<file path="src/rtl/aximm_csr_avmm_slave.sv">
// -----------------------------------------------------------------------------
// aximm_csr_avmm_slave
// Avalon-MM CSR slave for the M2S channel of the AXI-MM GPIO test controller.
// Holds the test configuration (base address, write/read launch words, delay
// X/Y/Z), reports link/bus status with sticky done flags, and exposes the
// first/last data beats captured by the traffic engine. Reads return with a
// fixed two-cycle latency.
//
// Ports
//   avmm_clk, avmm_rst        clock, synchronous active-high reset
//   i_wr_addr                 byte address shared by reads and writes
//   i_wrdata                  write data
//   i_wren, i_rden            request levels; only rising edges are accepted
//   o_master_readdata         read data, valid with o_master_readdatavalid
//   o_master_readdatavalid    one-cycle read-return strobe
//   o_master_waitrequest      high while a read is outstanding
//   o_wr_start, o_rd_start    one-cycle launch pulses on WR_CFG / RD_CFG writes
//   o_wr_cfg, o_rd_cfg        last values written to WR_CFG / RD_CFG
//   o_axi_addr                WR_RD_ADDR register
//   o_delay_x/_y/_z           delay registers
//   i_linkup, i_sts           live status levels
//   i_wr_done, i_rd_done      burst-complete pulses (set the sticky flags)
//   i_dout_first/_last        first/last beat sent
//   i_din_first/_last         first/last beat received
// -----------------------------------------------------------------------------
module aximm_csr_avmm_slave #(
  parameter int unsigned DATA_WIDTH = 128,
  parameter logic [31:0] ADDR_BASE  = 32'h5000_0000
) (
  input  logic                  avmm_clk,
  input  logic                  avmm_rst,
  input  logic [31:0]           i_wr_addr,
  input  logic [31:0]           i_wrdata,
  input  logic                  i_wren,
  input  logic                  i_rden,
  output logic [31:0]           o_master_readdata,
  output logic                  o_master_readdatavalid,
  output logic                  o_master_waitrequest,
  output logic                  o_wr_start,
  output logic                  o_rd_start,
  output logic [31:0]           o_wr_cfg,
  output logic [31:0]           o_rd_cfg,
  output logic [31:0]           o_axi_addr,
  output logic [7:0]            o_delay_x,
  output logic [7:0]            o_delay_y,
  output logic [15:0]           o_delay_z,
  input  logic [3:0]            i_linkup,
  input  logic [3:0]            i_sts,
  input  logic                  i_wr_done,
  input  logic                  i_rd_done,
  input  logic [DATA_WIDTH-1:0] i_dout_first,
  input  logic [DATA_WIDTH-1:0] i_dout_last,
  input  logic [DATA_WIDTH-1:0] i_din_first,
  input  logic [DATA_WIDTH-1:0] i_din_last
);

  localparam int unsigned NUM_WORDS = DATA_WIDTH / 32;
  localparam int unsigned OFF_W     = 16;

  localparam logic [OFF_W-1:0] OFF_WR_CFG     = 16'h1000;
  localparam logic [OFF_W-1:0] OFF_WR_RD_ADDR = 16'h1004;
  localparam logic [OFF_W-1:0] OFF_BUS_STS    = 16'h1008;
  localparam logic [OFF_W-1:0] OFF_LINKUP_STS = 16'h100C;
  localparam logic [OFF_W-1:0] OFF_RD_CFG     = 16'h1010;
  localparam logic [OFF_W-1:0] OFF_DELAY_X    = 16'h2000;
  localparam logic [OFF_W-1:0] OFF_DELAY_Y    = 16'h2004;
  localparam logic [OFF_W-1:0] OFF_DELAY_Z    = 16'h2008;
  localparam logic [OFF_W-1:0] OFF_DOUT_FIRST = 16'h4000;
  localparam logic [OFF_W-1:0] OFF_DOUT_LAST  = 16'h4010;
  localparam logic [OFF_W-1:0] OFF_DIN_FIRST  = 16'h4020;
  localparam logic [OFF_W-1:0] OFF_DIN_LAST   = 16'h4030;

  typedef enum logic [1:0] {
    ST_IDLE   = 2'd0,
    ST_DECODE = 2'd1,
    ST_RESP   = 2'd2
  } rd_state_t;

  // Configuration / status registers
  logic [31:0]      r_wr_cfg;
  logic [31:0]      r_rd_cfg;
  logic [31:0]      r_axi_addr;
  logic [7:0]       r_delay_x;
  logic [7:0]       r_delay_y;
  logic [15:0]      r_delay_z;
  logic             r_wr_start;
  logic             r_rd_start;
  logic             r_wr_sticky;
  logic             r_rd_sticky;
  logic             r_wren_d;

  // Read path registers
  rd_state_t        r_state;
  logic             r_rden_d;
  logic [OFF_W-1:0] r_rd_addr;
  logic             r_rd_hit;
  logic [31:0]      r_rdata;
  logic             r_rvalid;
  logic             r_wait;

  // Request decode
  logic             w_hit;
  logic [OFF_W-1:0] w_off;
  logic             w_wr_edge;
  logic             w_rd_edge;
  logic             w_wr_go;
  logic             w_rd_acc;
  logic             w_clr_wr_sticky;
  logic             w_clr_rd_sticky;
  logic [31:0]      w_data_word;
  logic [31:0]      w_rd_mux;

  // Address window check; ADDR_BASE is 64 KB aligned so the low half is the offset
  assign w_hit = (i_wr_addr[31:16] == ADDR_BASE[31:16]);
  assign w_off = i_wr_addr[OFF_W-1:0];

  assign w_wr_edge = i_wren & ~r_wren_d;
  assign w_rd_edge = i_rden & ~r_rden_d;

  // Writes to undecoded space are dropped; a read edge coinciding with a write edge is dropped
  assign w_wr_go  = w_wr_edge & w_hit;
  assign w_rd_acc = w_rd_edge & ~w_wr_edge & (r_state == ST_IDLE);

  assign w_clr_wr_sticky = w_wr_go & (w_off == OFF_WR_CFG);
  assign w_clr_rd_sticky = w_wr_go & (w_off == OFF_RD_CFG);

  // Write path: register updates, launch pulses and sticky done flags
  always_ff @(posedge avmm_clk) begin
    if (avmm_rst) begin
      r_wren_d    <= 1'b0;
      r_wr_cfg    <= '0;
      r_rd_cfg    <= '0;
      r_axi_addr  <= '0;
      r_delay_x   <= '0;
      r_delay_y   <= '0;
      r_delay_z   <= '0;
      r_wr_start  <= 1'b0;
      r_rd_start  <= 1'b0;
      r_wr_sticky <= 1'b0;
      r_rd_sticky <= 1'b0;
    end else begin
      r_wren_d   <= i_wren;
      r_wr_start <= w_clr_wr_sticky;
      r_rd_start <= w_clr_rd_sticky;

      if (w_wr_go) begin
        case (w_off)
          OFF_WR_CFG:     r_wr_cfg   <= i_wrdata;
          OFF_WR_RD_ADDR: r_axi_addr <= i_wrdata;
          OFF_RD_CFG:     r_rd_cfg   <= i_wrdata;
          OFF_DELAY_X:    r_delay_x  <= i_wrdata[7:0];
          OFF_DELAY_Y:    r_delay_y  <= i_wrdata[7:0];
          OFF_DELAY_Z:    r_delay_z  <= i_wrdata[15:0];
          default:        ;
        endcase
      end

      // Clear has priority over a same-cycle done pulse
      if (w_clr_wr_sticky) begin
        r_wr_sticky <= 1'b0;
      end else if (i_wr_done) begin
        r_wr_sticky <= 1'b1;
      end

      if (w_clr_rd_sticky) begin
        r_rd_sticky <= 1'b0;
      end else if (i_rd_done) begin
        r_rd_sticky <= 1'b1;
      end
    end
  end

  // Captured-beat window: each region is NUM_WORDS words, low word at the lowest address
  always_comb begin
    w_data_word = '0;
    for (int k = 0; k < int'(NUM_WORDS); k++) begin
      if (r_rd_addr == OFF_DOUT_FIRST + OFF_W'(4 * k)) begin
        w_data_word = i_dout_first[32*k +: 32];
      end
      if (r_rd_addr == OFF_DOUT_LAST + OFF_W'(4 * k)) begin
        w_data_word = i_dout_last[32*k +: 32];
      end
      if (r_rd_addr == OFF_DIN_FIRST + OFF_W'(4 * k)) begin
        w_data_word = i_din_first[32*k +: 32];
      end
      if (r_rd_addr == OFF_DIN_LAST + OFF_W'(4 * k)) begin
        w_data_word = i_din_last[32*k +: 32];
      end
    end
  end

  // Read mux over the latched address; undecoded offsets fall through to the beat window, which defaults to 0
  always_comb begin
    w_rd_mux = '0;
    if (r_rd_hit) begin
      case (r_rd_addr)
        OFF_WR_CFG:     w_rd_mux = r_wr_cfg;
        OFF_WR_RD_ADDR: w_rd_mux = r_axi_addr;
        OFF_BUS_STS:    w_rd_mux = {26'd0, r_rd_sticky, r_wr_sticky, i_sts};
        OFF_LINKUP_STS: w_rd_mux = {28'd0, i_linkup};
        OFF_RD_CFG:     w_rd_mux = r_rd_cfg;
        OFF_DELAY_X:    w_rd_mux = {24'd0, r_delay_x};
        OFF_DELAY_Y:    w_rd_mux = {24'd0, r_delay_y};
        OFF_DELAY_Z:    w_rd_mux = {16'd0, r_delay_z};
        default:        w_rd_mux = w_data_word;
      endcase
    end
  end

  // Read FSM: IDLE -> DECODE (sample mux) -> RESP (strobe valid) -> IDLE
  always_ff @(posedge avmm_clk) begin
    if (avmm_rst) begin
      r_state   <= ST_IDLE;
      r_rden_d  <= 1'b0;
      r_rd_addr <= '0;
      r_rd_hit  <= 1'b0;
      r_rdata   <= '0;
      r_rvalid  <= 1'b0;
      r_wait    <= 1'b0;
    end else begin
      r_rden_d <= i_rden;
      case (r_state)
        ST_IDLE: begin
          r_rvalid <= 1'b0;
          if (w_rd_acc) begin
            r_rd_addr <= w_off;
            r_rd_hit  <= w_hit;
            r_wait    <= 1'b1;
            r_state   <= ST_DECODE;
          end
        end
        ST_DECODE: begin
          r_rdata  <= w_rd_mux;
          r_rvalid <= 1'b1;
          r_state  <= ST_RESP;
        end
        ST_RESP: begin
          r_rvalid <= 1'b0;
          r_wait   <= 1'b0;
          r_state  <= ST_IDLE;
        end
        default: begin
          r_rvalid <= 1'b0;
          r_wait   <= 1'b0;
          r_state  <= ST_IDLE;
        end
      endcase
    end
  end

  assign o_master_readdata      = r_rdata;
  assign o_master_readdatavalid = r_rvalid;
  assign o_master_waitrequest   = r_wait;
  assign o_wr_start             = r_wr_start;
  assign o_rd_start             = r_rd_start;
  assign o_wr_cfg               = r_wr_cfg;
  assign o_rd_cfg               = r_rd_cfg;
  assign o_axi_addr             = r_axi_addr;
  assign o_delay_x              = r_delay_x;
  assign o_delay_y              = r_delay_y;
  assign o_delay_z              = r_delay_z;

endmodule

</file>
<file path="config.mk">
export PLATFORM = sky130hd
export DESIGN_NAME = aximm_csr_avmm_slave
export DESIGN_NICKNAME = d
export VERILOG_FILES = /design/src/rtl/aximm_csr_avmm_slave.sv
export SDC_FILE = /design/constraint.sdc
export NUM_CORES = 1
export LEC_CHECK = 0
export BUFFER_PORTS_ARGS = -buffer_cell sky130_fd_sc_hd__buf_2
export CORE_AREA = 2 2 296 298
export DETAILED_ROUTE_END_ITERATION = 12
export DIE_AREA = 0 0 298 300
export SETUP_SLACK_MARGIN = 0.02
export SYNTH_ARGS = -nofsm -noshare
export SYNTH_HDL_FRONTEND = slang
export SYNTH_SLANG_ARGS = --single-unit
</file>
<file path="constraint.sdc">
create_clock -name avmm_clk -period 5.85 [get_ports avmm_clk]
set_clock_uncertainty 0.05 [all_clocks]
set_input_delay 0 -clock avmm_clk [delete_from_list [all_inputs] [get_ports avmm_clk]]
set_output_delay 0 -clock avmm_clk [all_outputs]
set_load 0.05 [all_outputs]
</file>
==> run metrics, run 1 <==
run status complete, no violations; nets 2795; Worst setup startpoint r_rd_addr[4]; Initial Util 0.129; mux contribution to synthesized area 0.0489; Max IR drop VDD 0.275 mV; Post-CTS Setup Bufs 0; Tightest Pin Transition 1.39 ns; sequential share of power 0.398; Clock Sinks 187; antenna violations before repair 90; hold buffers post-CTS 127; met3 wire len 11600 um; Leakage 7.95 nW; Post-Synth XOR/XNOR Area 0; NetSw 1.11 mW; die area 89400 um^2; fill count 9864; HP Class primary input to flop; Resize count post-CTS 0; YS warnings 0; endpoints failing setup 0; Synth area leaders dfxtp_1, a22o_1, a22oi_1; Max-cap violations 0; fin crit share 0.938; critical path launch point type flop; Via Count 16900; Yosys top cell by area dfxtp_1; core area 86200 um^2; CP max FO 39; worst reg2reg startpoint r_rd_addr[4]; Syn Inst Count 1372; dpl hpwl 102000 um; Die Y 300 um; Gate power share 0.189; min cycle time layout 5.49 ns; Synth Net Count 1962; post-synthesis cell type count 70; Worst EP arrival 5.92 ns; clock share of power 0.413; initial drt markers 1980; Num CTS Buffers 17; GRT Util Overall 0.266; Slew HR 0.0721; Die W 298 um; met1 WL 51000 um; GRT overflow 0; CTS tree done; post-synth top area share 0.337; ys async rst share 0; Post-synth EDFFs 0; synth-to-layout area growth 66.1%; clock root cell clkbuf_16; Skew-Pair Late Insertion Delay 0.52 ns; Worst EP required 6.28 ns; Cell Area, Synth 11100 um^2; pwr dens 176 nW/um^2; Final Max Tran Viols 0; FP Rows 108; share of cells above drive strength 1 0.408; largest family of logic cells by synthesized area compound AO/OA/AOI/OAI gates; wire per inst 36.4 um; Vias per Instance 4.97; compound-cell area share of the yosys netlist 0.359; Sum Neg Setup Slack 0 ns; register clock-pin slew on the reported worst setup and hold paths 0.11 ns; crit end category flop; Main synth FF type dfxtp_1; number of global-route vias before repair 16400; Final Hold Fails 0; hold_sp i_din_last[17]; Sw Share 0.341; most frequent cells in the layout buf_2, dfxtp_1, nand2_1, dlygate4sd3_1, a22oi_1; Highest Clock Rate 182 MHz; WL final 124000 um; drt first pass iters 6; met2 wire length 56000 um; Pint 2.14 mW; IO Port Bufs 753; mean post-synth cell area 8.11 um^2; I/O pin count 754; DRC 0; Clock Path Buffers 2; kind of critical path flop to flop; number of H-tree levels 4; Post-Synth Adder-Cell Area 0; DR top layer met5; RSZ-0062 raised after global routing false; GPL Wtd Cong 0.987; setup slack after layout 0.361 ns; sequential element share of the synthesized area 0.337; global-route wire length before repair 159000 um; #FFs+latches synth 187; most common cell after layout, fill and taps aside buf_2; worst slack, placed 1.30 ns; Synth Area in Simple Gates 0.206; antenna-violating nets left 0; largest net degree at the start of global routing 68
kinds of logic (layout without fill, tap and decap cells):
group / after synthesis / in the layout
other: 0 / 30
multiplexers: 54 / 54
buffers and inverters: 131 / 977
AND/OR/NAND/NOR: 463 / 463
flip-flops: 187 / 187
AO/OA/AOI/OAI: 537 / 537
worst max-delay path, cell delays in order, from the launching register on:
cell and delay, ns:
dfxtp_2 0.34, buf_4 0.45, or4b_2 0.81, nor4_2 1.01, buf_4 0.51, a221oi_1 0.16
dlygate4sd3_1 0.59, nand3b_1 0.09, dlygate4sd3_1 0.57, nor3_1 0.07, o21ai_0 0.20, dlygate4sd3_1 0.56
Yosys cell counts, drive strengths merged (17+ instances only):
cell type / number
a22oi: 114
nand2: 170
nand4: 25
o21ai: 62
buf: 39
clkbuf: 90
a222oi: 30
a22o: 101
nor3: 29
mux2i: 51
a221oi: 41
nor2: 107
a21oi: 80
nor4: 27
nand3: 30
a31oi: 17
dfxtp: 187
flip-flops by register name, summed over array words and instances (netlist names):
name and cells:
o_delay_x 8, r_wren_d 1, o_master_readdatavalid 1, o_rd_start 1, o_wr_start 1, o_master_waitrequest 1
o_wr_cfg 32, r_rd_sticky 1, o_delay_y 8, o_rd_cfg 32, r_rd_hit 1, o_axi_addr 32
o_delay_z 16, r_rden_d 1, r_wr_sticky 1, o_master_readdata 32, r_rd_addr 16, r_state 2
power by group through the flow:
stage | combinational (mW) | sequential, mW | clock [mW]
global placement | 0.551 | 1.32 | 0
global route | 0.640 | 1.30 | 1.41
floorplan | 0.164 | 1.32 | 0
detailed placement | 0.551 | 1.32 | 0
CTS | 0.612 | 1.29 | 1.38
finish | 0.615 | 1.29 | 1.34
worst paths after layout:
path                           end  slack [ns]  depth (start not counted)
max          o_master_readdata[14]        0.36                         11
min          o_master_readdata[17]        0.02                          4
max reg2reg  o_master_readdata[14]        0.36                         11
min reg2reg         o_axi_addr[12]        0.43                          2
stage by stage:
step / power (mW) / hold WS, ns / cell area (um^2) / cells / util
finish: 3.25 / 0.0184 / 18500 / 3403 / 0.214
detailed placement: 1.88 / 0.163 / 16500 / 3214 / 0.191
global route: 3.35 / 0.0255 / 18400 / 3390 / 0.214
global placement: 1.87 / 0.154 / 16500 / 3214 / 0.191
CTS: 3.28 / 0.00575 / 18400 / 3373 / 0.213
floorplan: 1.48 / 0.0602 / 11100 / 1372 / -
metal layers:
metal  vias up  track usage
met2      1080        0.427
met1      8399        0.331
met3       242       0.0867
met5         -            0
met4        60       0.0993
li1       7138            -
layout make-up:
class,instances,area (um^2),area share
Timing Repair Buffer,943,5520,0.299
Tap cell,1155,1450,0.0782
Sequential cell,187,3740,0.203
Multi-Input combinational cell,1054,7040,0.381
Inverter,2,7.51,0.000406
Antenna cell,30,75.1,0.00406
Clock inverter,15,220,0.0119
Clock buffer,17,425,0.0230
No activity file was read; power rests on OpenSTA's default activity.
==> run 2: changes to the inputs <==
--- a/config.mk
+++ b/config.mk
@@ -9,6 +9,7 @@
 export CORE_AREA = 2 2 296 298
 export DETAILED_ROUTE_END_ITERATION = 12
 export DIE_AREA = 0 0 298 300
+export PLACE_DENSITY_LB_ADDON = 0.05
 export SETUP_SLACK_MARGIN = 0.02
 export SYNTH_ARGS = -nofsm -noshare
 export SYNTH_HDL_FRONTEND = slang
==> run 2 against run 1 <==
  * Fmax increased by 13%
  * Critical path depth decreased by 3
  * Sequential power about the same
  * Critical path type unchanged
  * Wire length decreased by 3.9%
  * Combinational power about the same
  * Critical endpoint unchanged
  * Global-route usage decreased by 0.93 points
  * Worst setup slack improved by 0.65 ns
  * Cell count decreased by 0.53%
==> run metrics, run 2 (synthesis results as in run 1) <==
run status complete, no violations; FP Rows 108; WL final 119000 um; fill count 9906; Max-cap violations 0; Leakage 7.97 nW; Worst EP required 6.20 ns; Clock Sinks 187; largest net degree at the start of global routing 65; Slew HR 0.200; GRT overflow 0; Num CTS Buffers 17; cell area after layout 18400 um^2; Skew-Pair Late Insertion Delay 0.51 ns; I/O pin count 754; core area 86200 um^2; fin crit share 0.828; CP max FO 17; share of cells above drive strength 1 0.407; kind of critical path flop to flop; Clock Path Buffers 2; crit path cell chain or4_1 > nor4_1 > nand2_1 > nor2_1 > nor4_1 > nor3_1 > o21ai_0 > dlygate4sd3_1; Vias per Instance 4.81; Crit-path slowest cell nor4_1; Max IR drop VDD 0.206 mV; number of global-route vias before repair 16400; antenna-violating nets left 0; wire per inst 35.1 um; critical path launch point type flop; Tightest Pin Transition 1.20 ns; min cycle time layout 4.84 ns; Final Max Tran Viols 0; IO Port Bufs 753; DRC 0; GPL Wtd Cong 0.965; drt first pass iters 8; crit end category flop; pwr dens 176 nW/um^2; Via Count 16300; CP peak stage delay 0.98 ns; Post-CTS Setup Bufs 0; CTS tree done; RSZ-0062 raised after global routing false; number of H-tree levels 4; clock root cell clkbuf_16; register clock-pin slew on the reported worst setup and hold paths 0.08 ns; Worst EP arrival 5.19 ns; synth-to-layout area growth 65.1%; Final Util 0.213; HP Class primary input to flop; nets 2790; Die W 298 um; GRT Util Overall 0.257; Die Y 300 um; endpoints failing setup 0; Placed Instance Area 16400 um^2; crit-path most repeated cell nor4_1; antenna violations before repair 59; Sum Neg Setup Slack 0 ns; most common cell after layout, fill and taps aside buf_2; global-route wire length before repair 156000 um; initial drt markers 1529; Initial Util 0.129; R2R Setup Slk 1.01 ns; Resize count post-CTS 0; dpl hpwl 97300 um; Highest Clock Rate 206 MHz; Final Hold Fails 0; die area 89400 um^2; most frequent cells in the layout buf_2, dfxtp_1, nand2_1, dlygate4sd3_1, a22oi_1
[run 2: path summary, 6_finish.rpt]
path / from / cells after the start / end
worst max-delay path: r_rd_addr[3] / 8 / o_master_readdata[14]
worst min-delay path: i_dout_last[60] / 5 / o_master_readdata[28]
worst max register to register: r_rd_addr[3] / 8 / o_master_readdata[14]
worst min register to register: o_master_readdata[13] / 2 / o_master_readdata[13]
[run 2: timing repair]
item | CTS | global route
setup endpoints to repair | 0 | 0
hold buffers | 126 | 0
endpoints found under the hold margin | 176 | 0
[run 2: worst max-delay path, delay by kind of cell (launching register included)]
family                 cells  cell delay, ns
AND/OR/NAND/NOR            6            3.44
flip-flops                 1            0.51
AO/OA/AOI/OAI              1            0.15
buffers and inverters      1            0.57
[run 2: layout make-up]
| type | instances | area [um^2] | area share |
|---|---|---|---|
| Multi-Input combinational cell | 1054 | 7030 | 0.383 |
| Timing Repair Buffer | 938 | 5470 | 0.298 |
| Sequential cell | 187 | 3740 | 0.204 |
| Tap cell | 1155 | 1450 | 0.0787 |
| Clock buffer | 17 | 425 | 0.0232 |
| Clock inverter | 15 | 194 | 0.0106 |
| Antenna cell | 17 | 42.5 | 0.00232 |
| Inverter | 2 | 7.51 | 0.000409 |
[run 2: layer usage]
metal | vias up | track usage | routed length, um
met5 | - | 0 | 149
met3 | 157 | 0.0529 | 7420
met4 | 22 | 0.0765 | 3640
li1 | 7118 | - | -
met1 | 8165 | 0.312 | 48400
met2 | 809 | 0.455 | 59400
[run 2: report_power, final]
group          switching (mW)  internal [mW]  total, mW
registers              0.0138           1.28       1.29
clock network           0.674          0.657       1.33
logic                   0.356          0.259      0.615
[run 2: per-stage QoR]
| stage | setup slack (ns) | cells | power [mW] | hold slack (ns) |
|---|---|---|---|---|
| final | 1.01 | 3385 | 3.24 | 0.0449 |
| after floorplan | 2.84 | 1372 | 1.48 | 0.0602 |
| after detailed placement | 1.30 | 3210 | 1.88 | 0.160 |
| after global routing | 0.822 | 3382 | 3.37 | 0.0736 |
| after CTS | 1.12 | 3368 | 3.30 | 0.0131 |
| after global placement | 1.40 | 3209 | 1.88 | 0.156 |
